## src/rtl/noc_pkg.sv

```systemverilog
// rtl/noc_pkg.sv - shared flit-type constants, arbiter FSM encoding and default flit width
package noc_pkg;

    localparam int DW = 8;

    localparam logic [1:0] FLIT_HEAD   = 2'b10;
    localparam logic [1:0] FLIT_BODY   = 2'b00;
    localparam logic [1:0] FLIT_TAIL   = 2'b01;
    localparam logic [1:0] FLIT_SINGLE = 2'b11;

    typedef enum logic [1:0] {
        ST_IDLE = 2'd0,
        ST_RD   = 2'd1,
        ST_WT   = 2'd2,
        ST_XFER = 2'd3
    } arb_state_t;

    // Tail and single flits both close a packet and release the grant.
    function automatic logic flit_is_last(input logic [1:0] ftype);
        return (ftype == FLIT_TAIL) || (ftype == FLIT_SINGLE);
    endfunction

endpackage

```

## src/rtl/rr_pick.sv

```systemverilog
// rtl/rr_pick.sv - combinational rotating-priority pick: first set request at or after ptr, wrapping
module rr_pick #(
    parameter int NREQ = 4
) (
    input  logic [NREQ-1:0] req,
    input  logic [2:0]      ptr,
    output logic [2:0]      idx,
    output logic            any
);

    logic found;

    // First pass covers indices at or above ptr; the second pass supplies the wrap to the lowest index.
    always_comb begin
        idx   = '0;
        found = 1'b0;
        for (int i = 0; i < NREQ; i++) begin
            if (!found && req[i] && (3'(i) >= ptr)) begin
                idx   = 3'(i);
                found = 1'b1;
            end
        end
        for (int i = 0; i < NREQ; i++) begin
            if (!found && req[i]) begin
                idx   = 3'(i);
                found = 1'b1;
            end
        end
        any = found;
    end

endmodule

```

## src/rtl/fifo_rr_arbiter.sv

```systemverilog
// rtl/fifo_rr_arbiter.sv - round-robin arbiter forwarding flits from NREQ source FIFOs to one output
// Optional packet locking (grant held head to tail) is enabled by defining ARB_PKT_LOCK_EN.
module fifo_rr_arbiter #(
    parameter int NREQ = 4,
    parameter int DW   = noc_pkg::DW
) (
    input  logic               clk,
    input  logic               rst,
    input  logic [NREQ-1:0]    src_avail,
    input  logic [NREQ*DW-1:0] src_data,
    output logic [NREQ-1:0]    src_read,
    output logic               out_valid,
    input  logic               out_ready,
    output logic [DW-1:0]      out_data,
    output logic [2:0]         grant_id,
    output logic               busy
);

    import noc_pkg::*;

    arb_state_t      state;
    logic [2:0]      rr_ptr;
    logic [2:0]      pick_idx;
    logic            pick_any;
    logic [NREQ-1:0] grant_mask;
    logic            grant_avail;
    logic [DW-1:0]   grant_data;
    logic            last_flit;
    logic [2:0]      next_ptr;

    rr_pick #(
        .NREQ (NREQ)
    ) u_pick (
        .req  (src_avail),
        .ptr  (rr_ptr),
        .idx  (pick_idx),
        .any  (pick_any)
    );

    assign grant_mask  = NREQ'(1) << grant_id;
    assign grant_avail = |(src_avail & grant_mask);

    // Strobe is a decode of RD and the live avail bit, so it can never fire for an empty FIFO.
    assign src_read = (state == ST_RD) ? (src_avail & grant_mask) : '0;

    always_comb begin
        grant_data = '0;
        for (int i = 0; i < NREQ; i++) begin
            if (grant_id == 3'(i)) begin
                grant_data = src_data[i*DW +: DW];
            end
        end
    end

`ifdef ARB_PKT_LOCK_EN
    assign last_flit = flit_is_last(out_data[DW-1:DW-2]);
`else
    assign last_flit = 1'b1;
`endif

    assign next_ptr = (grant_id == 3'(NREQ-1)) ? 3'd0 : grant_id + 3'd1;

    always_ff @(posedge clk or negedge rst) begin
        if (!rst) begin
            state     <= ST_IDLE;
            rr_ptr    <= '0;
            grant_id  <= '0;
            out_valid <= 1'b0;
            out_data  <= '0;
            busy      <= 1'b0;
        end else begin
            case (state)
                ST_IDLE: begin
                    if (pick_any) begin
                        grant_id <= pick_idx;
                        busy     <= 1'b1;
                        state    <= ST_RD;
                    end
                end
                ST_RD: begin
                    if (grant_avail) begin
                        state <= ST_WT;
                    end
                end
                // The FIFO presents the popped flit one cycle after the strobe.
                ST_WT: begin
                    out_data  <= grant_data;
                    out_valid <= 1'b1;
                    state     <= ST_XFER;
                end
                ST_XFER: begin
                    if (out_ready) begin
                        out_valid <= 1'b0;
                        if (last_flit) begin
                            rr_ptr <= next_ptr;
                            busy   <= 1'b0;
                            state  <= ST_IDLE;
                        end else begin
                            state <= ST_RD;
                        end
                    end
                end
                default: state <= ST_IDLE;
            endcase
        end
    end

endmodule

```

## config.mk

```make
export PLATFORM = sky130hd
export DESIGN_NAME = fifo_rr_arbiter
export DESIGN_NICKNAME = d
export VERILOG_FILES = /design/src/rtl/noc_pkg.sv /design/src/rtl/rr_pick.sv /design/src/rtl/fifo_rr_arbiter.sv
export SDC_FILE = /design/constraint.sdc
export NUM_CORES = 1
export LEC_CHECK = 0
export ABC_AREA = 1
export BUFFER_PORTS_ARGS = -buffer_cell sky130_fd_sc_hd__buf_2
export CORE_ASPECT_RATIO = 2
export CORE_MARGIN = 2
export CORE_UTILIZATION = 40
export CTS_CLUSTER_DIAMETER = 50
export DETAILED_ROUTE_END_ITERATION = 10
export PLACE_DENSITY = 0.71
export SLEW_MARGIN = 10
export SYNTH_ARGS = -nofsm -noshare
export SYNTH_HDL_FRONTEND = slang
export SYNTH_SLANG_ARGS = --single-unit
export TNS_END_PERCENT = 5
```

## constraint.sdc

```tcl
create_clock -name clk -period 2.13 [get_ports clk]
set_input_delay 0.5325 -clock clk [delete_from_list [all_inputs] [get_ports clk]]
set_output_delay 0.5325 -clock clk [all_outputs]
set_load 0.01 [all_outputs]
```

Word-level counts from Yosys, hierarchy flattened:

Cells that the tools add are included.

* flip-flop bits (word level): 18
* input bits: 39
* output and inout port bits: 17
* word-level logic and storage cells: 79

* add/subtract/negate cells: 1
* magnitude comparators: 4
* eq/ne operators: 9
* shift-type cells: 1
* multiplexer cells: 29
* bitwise logic cells: 1
* reduce and logical (&&, ||, !) cells: 28

Operator list (number)
* 2-to-1 mux 8 bit: 4
* 2-to-1 mux 2 bit: 9
* logical AND 1 bit: 11
* 2-to-1 mux 1 bit: 11
* case mux 2 bit (4 select lines): 1
* zero test 1 bit: 7
* == test 3 x 2 -> 1 bit, second input constant: 2
* >= comparator 1 x 3 -> 1 bit, first input constant: 2
* >= comparator 2 x 3 -> 1 bit, first input constant: 2
* != test 2 bit, second input constant: 3
* AND reduction 2 bit: 3
* AND reduction 3 bit: 2
* AND 4 bit: 1
* == test 2 bit, second input constant: 2
* 2-to-1 mux 4 bit: 1
* case mux 1 bit (2 select lines): 2
* nonzero test 2 bit: 2
* OR reduction 4 bit: 1
* << shifter 1 x 3 -> 4 bit, first input constant: 1
* adder 3 x 1 -> 3 bit, second input constant: 1
* == test 3 x 1 -> 1 bit, second input constant: 1
* zero test 3 bit: 1
* 2-to-1 mux 3 bit: 1
* == test 2 x 1 -> 1 bit, second input constant: 1
* zero test 2 bit: 1

Logic depth before layout (Yosys ltp):

Gate-level depths: netlist of run 1.

* depth in word-level cells: 29
* mapped depth: 10
* gate-level depth less buffers: 9

By module:

Synthesis of run 1 repeated with hierarchy kept, for this count alone.

* cells, all modules: 233
* area, all modules: 1461.4 sq um

Modules (own cells, without submodules)
* fifo_rr_arbiter: instances 1, cells an instance 198, area an instance 1281.2 sq um, seq. area each 450.4 sq um
* rr_pick: instances 1, cells an instance 35, area an instance 180.2 sq um, seq. area each 0.0 sq um

Least setup slack after synthesis of run 1:

OpenSTA, ideal clock, no wires.

* path type: reg2out
* start: reg grant_id[0]
* end: out src_read[2]
* data arrival time: 1.216 ns
* required time: 1.597 ns
* setup slack: 0.381 ns
* cell stages (with the launch flop): 6
* path buffers: 1
* path through: dfrtp_1 > inv_1 > ha_1 > buf_4 > inv_2 > nor3_1

* cells in the longest elaborated chain, start to end: 3

RTL lines
* start, declared: RTL line fifo_rr_arbiter.sv:15 `output logic [2:0] grant_id,`
* start signal, assigned: RTL line fifo_rr_arbiter.sv:75 `grant_id <= pick_idx;`
* << shifter 1 x 3 -> 4 bit: RTL line fifo_rr_arbiter.sv:40 `assign grant_mask = NREQ'(1) << grant_id;`
* AND 4 bit: RTL line fifo_rr_arbiter.sv:44 `assign src_read = (state == ST_RD) ? (src_avail & grant_mask) : '0;`
* 2-to-1 mux 4 bit: RTL line fifo_rr_arbiter.sv:44
* end, declared: RTL line fifo_rr_arbiter.sv:11 `output logic [NREQ-1:0] src_read,`

No other way between the ends.

Worst setup path after layout of run 1:

* start: reg grant_id[0]
* end: out src_read[3]

The elaborated chain is that of the path after synthesis.

==> results of run 1 <==
## where the power goes
| group | leakage, nW | total (W) | internal, W | switching (W) |
|---|---|---|---|---|
| Clock | 0.0216 | 0.000232 | 0.000125 | 0.000107 |
| Sequential | 0.186 | 0.000566 | 0.000467 | 0.0000998 |
| Combinational | 0.639 | 0.00139 | 0.000547 | 0.000842 |
## state kept, by name (all words and copies together), names as in the netlist
register	count
out_data	8
grant_id	2
rr_ptr	2
state	2
busy	1
out_valid	1
## layout make-up
type	count	area, um^2	share of cell area
Timing Repair Buffer	56	285	0.188
Inverter	22	82.6	0.0544
Multi-Input combinational cell	117	672	0.442
Sequential cell	16	400	0.264
Tap cell	30	37.5	0.0247
Clock buffer	3	41.3	0.0272
## final timing paths
path / start / cells past startpoint / to / slack (ns)
hold reg to reg: busy$_DFFE_PN0P_ / 2 / busy$_DFFE_PN0P_ / 0.49
setup reg to reg: grant_id[0]$_DFFE_PN0P_ / 4 / out_data[6]$_DFFE_PN0P_ / 0.53
hold / removal: rst / 1 / out_valid$_DFFE_PN0P_ / 0.20
setup / recovery: grant_id[0]$_DFFE_PN0P_ / 4 / src_read[3] / 0.12
min in group clk: busy$_DFFE_PN0P_ / 2 / busy$_DFFE_PN0P_ / 0.49
max in group asynchronous: rst / 1 / grant_id[0]$_DFFE_PN0P_ / 1.65
## kinds of logic after synthesis
| kind of cell | Yosys count | synth area share |
|---|---|---|
| buf+inv | 27 | 0.102 |
| fa+ha+maj | 9 | 0.0943 |
| flops | 16 | 0.335 |
| simple gates | 67 | 0.251 |
| other cells | 1 | 0.00314 |
| compound gates | 40 | 0.215 |
## synthesized netlist by cell type (2+ instances only)
cell type / n
sky130_fd_sc_hd__buf_4: 3
sky130_fd_sc_hd__ha_1: 9
sky130_fd_sc_hd__o21ai_0: 4
sky130_fd_sc_hd__nand4_1: 4
sky130_fd_sc_hd__nand3_1: 4
sky130_fd_sc_hd__a21oi_2: 9
sky130_fd_sc_hd__nor2_1: 16
sky130_fd_sc_hd__dfrtp_1: 16
sky130_fd_sc_hd__inv_1: 19
sky130_fd_sc_hd__a21oi_1: 17
sky130_fd_sc_hd__nand3_2: 2
sky130_fd_sc_hd__nand2_1: 38
sky130_fd_sc_hd__o211ai_1: 8
sky130_fd_sc_hd__inv_2: 2
## placed cells by master, fill, tap and decap left out, types with 2 or more instances in the layout
master and instances:
sky130_fd_sc_hd__buf_2 54, sky130_fd_sc_hd__nand2_1 38, sky130_fd_sc_hd__inv_1 19, sky130_fd_sc_hd__a21oi_1 17, sky130_fd_sc_hd__nor2_1 16, sky130_fd_sc_hd__dfrtp_1 16
sky130_fd_sc_hd__a21oi_2 9, sky130_fd_sc_hd__ha_1 9, sky130_fd_sc_hd__o211ai_1 8, sky130_fd_sc_hd__nand4_1 4, sky130_fd_sc_hd__nand3_1 4, sky130_fd_sc_hd__o21ai_0 4
sky130_fd_sc_hd__clkbuf_8 3, sky130_fd_sc_hd__inv_2 2, sky130_fd_sc_hd__nand3_2 2, sky130_fd_sc_hd__buf_4 2
## metrics by stage
step / power [W] / instance area (um^2) / hold WS (ns) / util
2_1_floorplan: 0.00160 / 1190 / 0.237 / -
3_3_place_gp: 0.00196 / 1480 / 0.475 / 0.508
3_5_place_dp: 0.00198 / 1480 / 0.477 / 0.508
4_1_cts: 0.00222 / 1520 / 0.210 / 0.522
5_1_grt: 0.00243 / 1520 / 0.222 / 0.522
6_report: 0.00219 / 1520 / 0.197 / 0.522
## worst max-delay path: stages (launching register included)
cell and delay, ns:
sky130_fd_sc_hd__dfrtp_1 0.42, sky130_fd_sc_hd__ha_1 0.43, sky130_fd_sc_hd__nand2_1 0.14, sky130_fd_sc_hd__nor2_1 0.11
sky130_fd_sc_hd__buf_2 0.13
## metal layers
metal  wire length [um]  GRT usage  part of all wire  vias to the layer above
met2               1820      0.374              0.57                       34
met3                140     0.0244             0.044                        6
li1                   -          -                 -                      629
met4                 53      0.103             0.017                        0
met1               1190      0.211              0.37                      553
met5                  0          0                 0                        -
==> implementation parameters, run 1 <==
Parameter                              Value

Run status
  Result of the run ... complete, no violations

Place
  Number of cells in the design after placement ... 241
  Count of input and output buffers ... 54
  HPWL Detailed ... 2570 um
  GP Congestion ... 0.832
  Setup WS pre-CTS ... 0.398 ns

Global routing
  Vias in the first global route ... 1215
  Antenna violations before repair ... 0
  Pin count of the biggest net entering global routing ... 17
  Global routing usage summed across all routing layers ... 0.201
  Total congestion overflow ... 0
  Wire length of the first global-routing pass ... 5280 um

Worst setup path
  Required @ worst endpoint ... 1.60 ns
  Critical Path Fanout Max ... 10
  Critical path arrival ... 1.48 ns
  Worst setup SP type ... flip-flop
  Worst setup path class ... flip-flop to output pin
  Kind of end point of the critical path ... output pin

Detailed routing
  Drt first pass iters ... 4
  Via count ... 1222
  Iteration-0 DRC count of the detailed router ... 21
  Per-cell via count in the routed design ... 5.01
  Routed len/inst ... 13.1 um
  Post-Route WL ... 3200 um
  Number of antenna-violating nets in the routed design ... 0
  DRC violation count after routing ... 0

Clock network
  Number of buffers inserted by hold repair at cts ... 0
  Number of buffers on the longest clock path ... 2
  Total of cells resized after clock tree synthesis ... 0
  Number of clock sinks ... 16
  Post-CTS setup repair buffer count ... 0
  Root Buffer Master ... sky130_fd_sc_hd__clkbuf_8
  Clock input transition at the sequential cells of the worst setup and hold paths ... 0.06 ns
  CTS tree ... yes
  TritonCTS Buffers ... 3
  Worst skew pair latency ... 0.25 ns
  H-tree levels ... 1

Timing
  Final clock period utilization by the worst path ... 0.943
  Minimum period implied by the final worst setup slack ... 2.01 ns
  Fin. Hold Viols ... 0
  Post-route setup slack ... 0.121 ns
  Highest clock rate ... 0.498 GHz
  Worst Clk Skew ... 0.00140 ns
  Final number of max-transition violations ... 0
  Final number of setup-violating endpoints ... 0
  Final setup TNS ... 0 ns
  RSZ-0062 raised after global routing ... no

Synth
  Number of flops mapped to enable cells by yosys ... 0
  Avg Synthesized Cell Area ... 7.46 um^2
  Syn nets ... 208
  Prevailing post-synth register cell ... sky130_fd_sc_hd__dfrtp_1
  Top cell type by total area after synthesis ... sky130_fd_sc_hd__dfrtp_1
  Ranking of synthesized cells by area ... sky130_fd_sc_hd__dfrtp_1 (34%), sky130_fd_sc_hd__nand2_1 (12%), sky130_fd_sc_hd__ha_1 (9.4%)
  Seq/Total Area, Yosys ... 0.335
  Portion of synthesized cell area occupied by the leading cell type ... 0.335
  Warnings from Yosys ... 0
  Mapped Area ... 1190 um^2
  Number of flip-flops and latches in the synthesized netlist ... 16
  Proportion of synthesized flip-flops having asynchronous set or reset ... 1.00
  Gate count of the mapped netlist ... 160
  Number of distinct library cells after synthesis ... 23

Pwr
  Leakage power figure ... 0.847 nW
  IR Drop Worst-Case VDD ... 0.628 mV
  Cell Pwr Density ... 1440 nW/um^2

Finish
  Count of filler cells inserted in the layout ... 320
  Fin cells ... 244
  Layout cell share with drive strength beyond 1 ... 0.346
  Final antenna diode count ... 0
  Net count, final ... 264
  Layout-stage area growth over the synthesis result ... 27.3%

Floorplanning
  Placeable core region ... 2910 um^2
  Floorplan die width ... 42.6 um
  Starting density of the core ... 0.410
  Die height ... 81.3 um
  I/O pin cnt ... 56
  Die footprint ... 3460 um^2
  Num rows ... 28

Worst hold path
  Type of the worst min-delay path ... primary input to async pin

Flow run
  Max Cap Viol ... 0
(Power assumes the default switching activity.)
==> run 2, diff against run 1 <==
PLACE_DENSITY = 0.68   (was 0.71)
SYNTH_HIERARCHICAL = 1   (was default)
==> run 2 against run 1 <==
Register-to-register slack is essentially flat. Critical path depth grew 1. Count of clock-buffer cells in the layout is the same.
==> implementation parameters, run 2 <==
Parameter                              Value

Timing
  RSZ-0062 raised after global routing ... no (unchanged)
  Worst Clk Skew ... 0.00103 ns (was 0.00140 ns)
  Highest clock rate ... 0.519 GHz (was 0.498 GHz)
  Final number of setup-violating endpoints ... 0 (unchanged)
  Fin. Hold Viols ... 0 (unchanged)
  Post-route setup slack ... 0.203 ns (was 0.121 ns)
  Final setup TNS ... 0 ns (unchanged)
  Final number of max-transition violations ... 0 (unchanged)
  Minimum period implied by the final worst setup slack ... 1.93 ns (was 2.01 ns)
  Final clock period utilization by the worst path ... 0.905 (was 0.943)

Detailed routing
  Via count ... 1595 (was 1222)
  Routed len/inst ... 11.9 um (was 13.1 um)
  DRC violation count after routing ... 0 (unchanged)
  Iteration-0 DRC count of the detailed router ... 40 (was 21)
  Per-cell via count in the routed design ... 4.75 (was 5.01)
  Number of antenna-violating nets in the routed design ... 0 (unchanged)
  Post-Route WL ... 4000 um (was 3200 um)
  Drt first pass iters ... 4 (unchanged)

Worst setup path
  Worst setup path class ... flip-flop to output pin (unchanged)
  Reg-to-reg startpoint ... grant_id[1]$_DFFE_PN0P_ (was grant_id[0]$_DFFE_PN0P_)
  Worst Setup SP ... grant_id[0]$_DFFE_PN0P_ (unchanged)
  Required @ worst endpoint ... 1.60 ns (about the same)
  Worst setup SP type ... flip-flop (unchanged)
  Kind of end point of the critical path ... output pin (unchanged)
  Critical path arrival ... 1.39 ns (was 1.48 ns)
  Critical Path Fanout Max ... 4 (was 10)

Global routing
  Vias in the first global route ... 1377 (was 1215)
  Total congestion overflow ... 0 (unchanged)
  Wire length of the first global-routing pass ... 5950 um (was 5280 um)
  Pin count of the biggest net entering global routing ... 19 (was 17)
  Antenna violations before repair ... 0 (unchanged)
  Global routing usage summed across all routing layers ... 0.199 (was 0.201)

Clock network
  Number of clock sinks ... 18 (was 16)
  Total of cells resized after clock tree synthesis ... 0 (unchanged)
  CTS tree ... yes (unchanged)
  Clock input transition at the sequential cells of the worst setup and hold paths ... 0.07 ns (was 0.06 ns)
  Number of buffers inserted by hold repair at cts ... 0 (unchanged)
  Worst skew pair latency ... 0.25 ns (about the same)
  H-tree levels ... 1 (unchanged)
  Root Buffer Master ... sky130_fd_sc_hd__clkbuf_8 (unchanged)
  Post-CTS setup repair buffer count ... 0 (unchanged)
  TritonCTS Buffers ... 3 (unchanged)
  Number of buffers on the longest clock path ... 2 (unchanged)

Floorplanning
  Starting density of the core ... 0.410 (about the same)
  Floorplan die width ... 46.7 um (was 42.6 um)
  Die height ... 89.5 um (was 81.3 um)
  Die footprint ... 4180 um^2 (was 3460 um^2)
  Num rows ... 31 (was 28)
  Placeable core region ... 3570 um^2 (was 2910 um^2)
  I/O pin cnt ... 56 (unchanged)

Finish
  Net count, final ... 337 (was 264)
  Layout-stage area growth over the synthesis result ... 24.4% (was 27.3%)
  Area of the multi-input gates ... 836 um^2 (was 672 um^2)
  Seq. cell area ... 450 um^2 (was 400 um^2)
  Count of filler cells inserted in the layout ... 402 (was 320)
  Largest regs ... out_data x8, grant_id x3, rr_ptr x3
  Register bank with the most flops ... out_data (unchanged)
  Leading cell types in the layout, fill and taps excluded ... sky130_fd_sc_hd__nand2_1 (90), sky130_fd_sc_hd__buf_2 (55), sky130_fd_sc_hd__inv_1 (35) (was sky130_fd_sc_hd__buf_2 (54), sky130_fd_sc_hd__nand2_1 (38), sky130_fd_sc_hd__inv_1 (19))
  Max reg flops ... 8 (unchanged)
  Post-route core utilization ... 0.509 (was 0.522)
  Final antenna diode count ... 0 (unchanged)
  Layout cell share with drive strength beyond 1 ... 0.254 (was 0.346)
  Most frequent standard cell in the layout excluding fill and tap cells ... sky130_fd_sc_hd__nand2_1 (was sky130_fd_sc_hd__buf_2)

Synth
  Most instantiated library cell after synthesis ... sky130_fd_sc_hd__nand2_1 (unchanged)
  Number of flip-flops and latches in the synthesized netlist ... 18 (was 16)
  Warnings from Yosys ... 6 (was 0)
  Prevailing post-synth register cell ... sky130_fd_sc_hd__dfrtp_1 (unchanged)
  Gate count of the mapped netlist ... 233 (was 160)
  Avg Synthesized Cell Area ... 6.27 um^2 (was 7.46 um^2)
  Number of distinct library cells after synthesis ... 23 (unchanged)
  Number of flops mapped to enable cells by yosys ... 0 (unchanged)
  Ranking of synthesized cells by area ... sky130_fd_sc_hd__dfrtp_1 (31%), sky130_fd_sc_hd__nand2_1 (23%), sky130_fd_sc_hd__nand3_1 (9.6%) (was sky130_fd_sc_hd__dfrtp_1 (34%), sky130_fd_sc_hd__nand2_1 (12%), sky130_fd_sc_hd__ha_1 (9.4%))
  Most instantiated cells after synthesis ... sky130_fd_sc_hd__nand2_1 (90), sky130_fd_sc_hd__inv_1 (35), sky130_fd_sc_hd__nand3_1 (28) (was sky130_fd_sc_hd__nand2_1 (38), sky130_fd_sc_hd__inv_1 (19), sky130_fd_sc_hd__a21oi_1 (17))
  Mapped Area ... 1460 um^2 (was 1190 um^2)
  Portion of synthesized cell area occupied by the leading cell type ... 0.308 (was 0.335)
  Syn nets ... 281 (was 208)
  Seq/Total Area, Yosys ... 0.308 (was 0.335)
  Top cell type by total area after synthesis ... sky130_fd_sc_hd__dfrtp_1 (unchanged)
  Proportion of synthesized flip-flops having asynchronous set or reset ... 1.00 (unchanged)

Run status
  Result of the run ... complete, no violations (unchanged)

Place
  GP Congestion ... 0.811 (was 0.832)
  HPWL Detailed ... 3270 um (was 2570 um)
  Count of input and output buffers ... 55 (was 54)
  Setup WS pre-CTS ... 0.394 ns (was 0.398 ns)

Pwr
  Cell Pwr Density ... 1210 nW/um^2 (was 1440 nW/um^2)
  IR Drop Worst-Case VDD ... 0.630 mV (was 0.628 mV)
  Leakage power figure ... 1.16 nW (was 0.847 nW)

Flow run
  Max Cap Viol ... 0 (unchanged)

Worst hold path
  Type of the worst min-delay path ... primary input to async pin (unchanged)
==> run 2: cell count changes after synthesis, sizes merged, moves of 2 or more <==
cell / change
nand2: +55
o21ai: +5
o211ai: -8
inv: +18
a21oi: -19
nand3: +22
dfrtp: +2
nor2: -2
o21bai: +2
==> run 2: area by class of cell <==
class,count,area share
multi-input cells,171,0.460
clock buffers,3,0.0227
repair buffers,56,0.156
flip-flops and latches,18,0.248
well taps,49,0.0337
inverters,39,0.0805
==> run 2: cells by family after synthesis <==
logic type | after synthesis | share of synthesized area
buffers and inverters | 44 | 0.120
DFF | 18 | 0.308
other | 1 | 0.00257
and+or+nand+nor | 141 | 0.408
adders and majority gates | 9 | 0.0771
AOI/OAI and AO/OA | 20 | 0.0839
==> run 2: metal layers <==
layer  track usage  wire length, um  vias to the layer above
met2         0.367             2210                       55
met5             0                0                        -
met4         0.109              149                        0
met3        0.0283              180                       12
met1         0.200             1460                      704
li1              -                -                      824
==> run 2: path summary, 6_finish.rpt <==
kind / to / slack, ns / depth (start not counted)
max reg2reg: out_data[1]$_DFFE_PN0P_ / 0.54 / 10
min reg2reg: out_data[1]$_DFFE_PN0P_ / 0.48 / 2
min: out_data[4]$_DFFE_PN0P_ / 0.21 / 1
max in group asynchronous: out_data[6]$_DFFE_PN0P_ / 1.63 / 1
max: src_read[0] / 0.20 / 5
min in group clk: out_data[1]$_DFFE_PN0P_ / 0.48 / 2
==> run 2: worst max-delay path, cell delays in order (launching register included) <==
cell and delay [ns]:
sky130_fd_sc_hd__dfrtp_1 0.42, sky130_fd_sc_hd__inv_1 0.14, sky130_fd_sc_hd__ha_1 0.19, sky130_fd_sc_hd__nand3_1 0.15, sky130_fd_sc_hd__nor2_1 0.12, sky130_fd_sc_hd__buf_2 0.13
==> run 2: stage by stage <==
step / cell area (um^2) / power (W) / cells / hold WS (ns)
3_5_place_dp: 1780 / 0.00197 / 333 / 0.459
2_1_floorplan: 1460 / 0.00157 / 233 / 0.237
4_1_cts: 1820 / 0.00221 / 336 / 0.220
5_1_grt: 1820 / 0.00245 / 336 / 0.228
3_3_place_gp: 1780 / 0.00195 / 333 / 0.457
6_report: 1820 / 0.00219 / 336 / 0.206
==> run 2: where the power goes <==
part / leakage, nW / total (W) / internal [W] / switching [W]
sequential: 0.224 / 0.000612 / 0.000488 / 0.000124
combinational: 0.910 / 0.00134 / 0.000481 / 0.000864
clock: 0.0216 / 0.000237 / 0.000126 / 0.000111
total: 1.16 / 0.00219 / 0.00109 / 0.00110
==> run 3, diff against run 2 <==
ABC_AREA = default   (was 1)
PLACE_DENSITY = 0.7   (was 0.68)
REMOVE_ABC_BUFFERS = 1   (was default)
==> run 3 against run 2 <==
Utilization up 1.7 points. Largest power group unchanged. Largest cell class unchanged. Power grew 4.2%. Non-clock buffer count rose by 1. Synthesized cell count decreased by 42%. Count of clock-buffer cells in the layout rose by 1. Global-route usage fell by 0.28 points. Worst setup slack worse by 0.11 ns.
==> implementation parameters, run 3 <==
Parameter                              Value

Worst setup path
  Worst setup SP type ... flip-flop (unchanged)
  Critical path arrival ... 1.50 ns (was 1.39 ns)
  Required @ worst endpoint ... 1.60 ns (about the same)
  Slowest Stage Delay on Critical Path ... 0.43 ns (was 0.42 ns)
  Kind of end point of the critical path ... output pin (unchanged)
  Critical-path top delay cell ... sky130_fd_sc_hd__dfrtp_1 (unchanged)
  Worst setup path class ... flip-flop to output pin (unchanged)
  CP Cell Sequence ... ha_2 -> inv_2 -> nor2_1 -> and3_1 -> buf_2 (was inv_1 -> ha_1 -> nand3_1 -> nor2_1 -> buf_2)
  Critical Path Fanout Max ... 10 (was 4)

Detailed routing
  DRC violation count after routing ... 0 (unchanged)
  Routed len/inst ... 15.8 um (was 11.9 um)
  Via count ... 1214 (was 1595)
  Number of antenna-violating nets in the routed design ... 0 (unchanged)
  Iteration-0 DRC count of the detailed router ... 27 (was 40)
  Per-cell via count in the routed design ... 5.49 (was 4.75)
  Post-Route WL ... 3480 um (was 4000 um)
  Drt first pass iters ... 5 (was 4)

Timing
  Max transition margin ... 0.661
  Worst hold slack across all endpoints ... 0.197 ns (was 0.206 ns)
  Minimum period implied by the final worst setup slack ... 2.04 ns (was 1.93 ns)
  Fin. Hold Viols ... 0 (unchanged)
  Worst Clk Skew ... 0.00188 ns (was 0.00103 ns)
  RSZ-0062 raised after global routing ... yes (was no)
  Final clock period utilization by the worst path ... 0.956 (was 0.905)
  Final setup TNS ... 0 ns (unchanged)
  Highest clock rate ... 0.491 GHz (was 0.519 GHz)
  Slew of the pin with the lowest slew margin ... 0.508 ns
  Final number of max-transition violations ... 0 (unchanged)
  Final number of setup-violating endpoints ... 0 (unchanged)

Floorplanning
  Die height ... 84.0 um (was 89.5 um)
  I/O pin cnt ... 56 (unchanged)
  Die footprint ... 3700 um^2 (was 4180 um^2)
  Floorplan die width ... 44.0 um (was 46.7 um)
  Placeable core region ... 3120 um^2 (was 3570 um^2)
  Num rows ... 29 (was 31)
  Starting density of the core ... 0.411 (was 0.410)

Synth
  Mapped Area ... 1280 um^2 (was 1460 um^2)
  Most instantiated cells after synthesis ... sky130_fd_sc_hd__dfrtp_1 (18), sky130_fd_sc_hd__nand2_1 (15), sky130_fd_sc_hd__nor2_1 (11) (was sky130_fd_sc_hd__nand2_1 (90), sky130_fd_sc_hd__inv_1 (35), sky130_fd_sc_hd__nand3_1 (28))
  Combinational family with the most area after synthesis ... compound AO/OA/AOI/OAI gates (was simple AND/OR/NAND/NOR gates)
  Ranking of synthesized cells by area ... sky130_fd_sc_hd__dfrtp_1 (35%), sky130_fd_sc_hd__ha_1 (8.8%), sky130_fd_sc_hd__mux2_2 (7.9%) (was sky130_fd_sc_hd__dfrtp_1 (31%), sky130_fd_sc_hd__nand2_1 (23%), sky130_fd_sc_hd__nand3_1 (9.6%))
  Xor/xnor share of the synthesized area ... 0 (unchanged)
  Fraction of the mapped netlist area in adder cells ... 0.0879 (was 0.0771)
  Number of flip-flops and latches in the synthesized netlist ... 18 (unchanged)
  Gate count of the mapped netlist ... 134 (was 233)
  Post-synthesis compound-gate area fraction ... 0.226 (was 0.0839)
  Avg Synthesized Cell Area ... 9.56 um^2 (was 6.27 um^2)
  Most instantiated library cell after synthesis ... sky130_fd_sc_hd__dfrtp_1 (was sky130_fd_sc_hd__nand2_1)
  Seq/Total Area, Yosys ... 0.352 (was 0.308)
  Warnings from Yosys ... 6 (unchanged)
  Portion of synthesized cell area occupied by the leading cell type ... 0.352 (was 0.308)
  Prevailing post-synth register cell ... sky130_fd_sc_hd__dfrtp_1 (unchanged)
  Number of distinct library cells after synthesis ... 37 (was 23)
  Simple logic cell fraction of the synthesized area ... 0.190 (was 0.408)
  Proportion of synthesized flip-flops having asynchronous set or reset ... 1.00 (unchanged)
  Share of cell area taken by muxes after synthesis ... 0.0986 (was 0)
  Number of flops mapped to enable cells by yosys ... 0 (unchanged)
  Top cell type by total area after synthesis ... sky130_fd_sc_hd__dfrtp_1 (unchanged)

Clock network
  Post-CTS setup repair buffer count ... 0 (unchanged)
  TritonCTS Buffers ... 3 (unchanged)
  Root Buffer Master ... sky130_fd_sc_hd__clkbuf_8 (unchanged)
  Number of buffers on the longest clock path ... 2 (unchanged)
  H-tree levels ... 1 (unchanged)
  Clock input transition at the sequential cells of the worst setup and hold paths ... 0.07 ns (about the same)
  Total of cells resized after clock tree synthesis ... 0 (unchanged)
  Worst skew pair latency ... 0.25 ns (about the same)
  Number of buffers inserted by hold repair at cts ... 0 (unchanged)
  CTS tree ... yes (unchanged)
  Number of clock sinks ... 18 (unchanged)

Global routing
  Total congestion overflow ... 0 (unchanged)
  Global routing usage summed across all routing layers ... 0.196 (was 0.199)
  Wire length of the first global-routing pass ... 5540 um (was 5950 um)
  Pin count of the biggest net entering global routing ... 19 (unchanged)
  Antenna violations before repair ... 0 (unchanged)
  Vias in the first global route ... 1235 (was 1377)

Pwr
  Switching share of power ... 0.428 (was 0.501)
  Internal power ... 0.00131 W (was 0.00109 W)
  IR Drop Worst-Case VDD ... 0.740 mV (was 0.630 mV)
  Cell Pwr Density ... 1390 nW/um^2 (was 1210 nW/um^2)
  Leakage power figure ... 0.829 nW (was 1.16 nW)
  Part of the total power dissipated in the clock network ... 0.124 (was 0.108)
  Portion of total power attributed to sequential cells ... 0.275 (was 0.279)
  Combinational share of power ... 0.601 (was 0.613)
  Switching Power ... 0.000979 W (was 0.00110 W)

Finish
  Max reg flops ... 8 (unchanged)
  Layout cell share with drive strength beyond 1 ... 0.442 (was 0.254)
  Register bank with the most flops ... out_data (unchanged)
  Layout-stage area growth over the synthesis result ... 28.2% (was 24.4%)
  Count of filler cells inserted in the layout ... 303 (was 402)
  Final antenna diode count ... 0 (unchanged)
  Fin cells ... 221 (was 336)
  Leading cell types in the layout, fill and taps excluded ... sky130_fd_sc_hd__buf_2 (55), sky130_fd_sc_hd__dfrtp_1 (18), sky130_fd_sc_hd__nand2_1 (15) (was sky130_fd_sc_hd__nand2_1 (90), sky130_fd_sc_hd__buf_2 (55), sky130_fd_sc_hd__inv_1 (35))
  Most frequent standard cell in the layout excluding fill and tap cells ... sky130_fd_sc_hd__buf_2 (was sky130_fd_sc_hd__nand2_1)
  Net count, final ... 239 (was 337)
  Largest regs ... out_data x8, grant_id x3, rr_ptr x3 (unchanged)

Place
  Count of input and output buffers ... 55 (unchanged)
  GP Congestion ... 0.801 (was 0.811)
  HPWL Detailed ... 2840 um (was 3270 um)
  Number of cells in the design after placement ... 217 (was 333)

Flow run
  Max Cap Viol ... 0 (unchanged)

Worst hold path
  Type of the worst min-delay path ... primary input to async pin (unchanged)

Run status
  Result of the run ... complete, no violations (unchanged)
## run 3: changes by cell type in the layout (fill, tap and decap cells not counted), sizes merged, moves of 4 or more
cell    before  now
a21oi        7    1
a221oi       0    5
inv         39    8
mux2         0   10
nand2       93   16
nand2b       0    5
nand3       28    0
nor2        15   11
nor2b        0    6
nor3         0    6
o21ai       10    4
o22ai        0    9
## run 3: per-stage QoR
stage	setup slack, ns	total power [W]	utilization	instance area [um^2]
finish	0.0929	0.00229	0.526	1640
global route	-0.00383	0.00247	0.526	1640
CTS	0.0170	0.00230	0.526	1640
detailed placement	0.215	0.00202	0.508	1590
global placement	0.264	0.00194	0.508	1590
floorplan	0.308	0.00159	-	1260
## run 3: worst max-delay path: cells and delay by family, from the launching register on
family	cells	cell delay, ns
DFF	1	0.43
buffers and inverters	2	0.24
and+or+nand+nor	2	0.32
adders and majority gates	1	0.27
## run 3: final timing paths
path                                          from                 endpoint  depth (start not counted)  slack (ns)
setup / recovery           grant_id[0]$_DFFE_PN0P_              src_read[3]                          5        0.09
hold / removal                                 rst  grant_id[0]$_DFFE_PN0P_                          1        0.20
setup reg to reg           grant_id[0]$_DFFE_PN0P_     state[1]$_DFFE_PN0P_                          6        0.34
hold reg to reg            out_data[3]$_DFFE_PN0P_  out_data[3]$_DFFE_PN0P_                          1        0.50
max in group asynchronous                      rst  out_data[6]$_DFFE_PN0P_                          1        1.64
min in group clk           out_data[3]$_DFFE_PN0P_  out_data[3]$_DFFE_PN0P_                          1        0.50
## run 3: area by class of cell
class | count | area (um^2) | area share
multi-input combinational | 103 | 778 | 0.474
inverter | 8 | 30.0 | 0.0183
sequential | 18 | 450 | 0.274
tap | 31 | 38.8 | 0.0236
clock buffer | 4 | 55.1 | 0.0335
timing repair buffer | 57 | 290 | 0.177
## run 3: power groups by stage
stage / logic, W / clock network [W] / registers, W
floorplan: 0.000920 / 0 / 0.000665
global placement: 0.00132 / 0 / 0.000623
detailed placement: 0.00138 / 0 / 0.000633
CTS: 0.00138 / 0.000290 / 0.000627
global route: 0.00152 / 0.000302 / 0.000656
finish: 0.00137 / 0.000284 / 0.000629
## run 3: cells by family after synthesis
| group | Yosys count |
|---|---|
| simple gates | 49 |
| compound gates | 33 |
| flops | 18 |
| buf+inv | 13 |
| mux | 11 |
| fa+ha+maj | 9 |
| other cells | 1 |
## run 3: routing by layer
layer	up-vias	GRT usage	wire length [um]
met2	35	0.361	1980
met3	8	0.0130	127
met5	-	0	0
li1	592	-	-
met1	579	0.215	1290
met4	0	0.0854	85
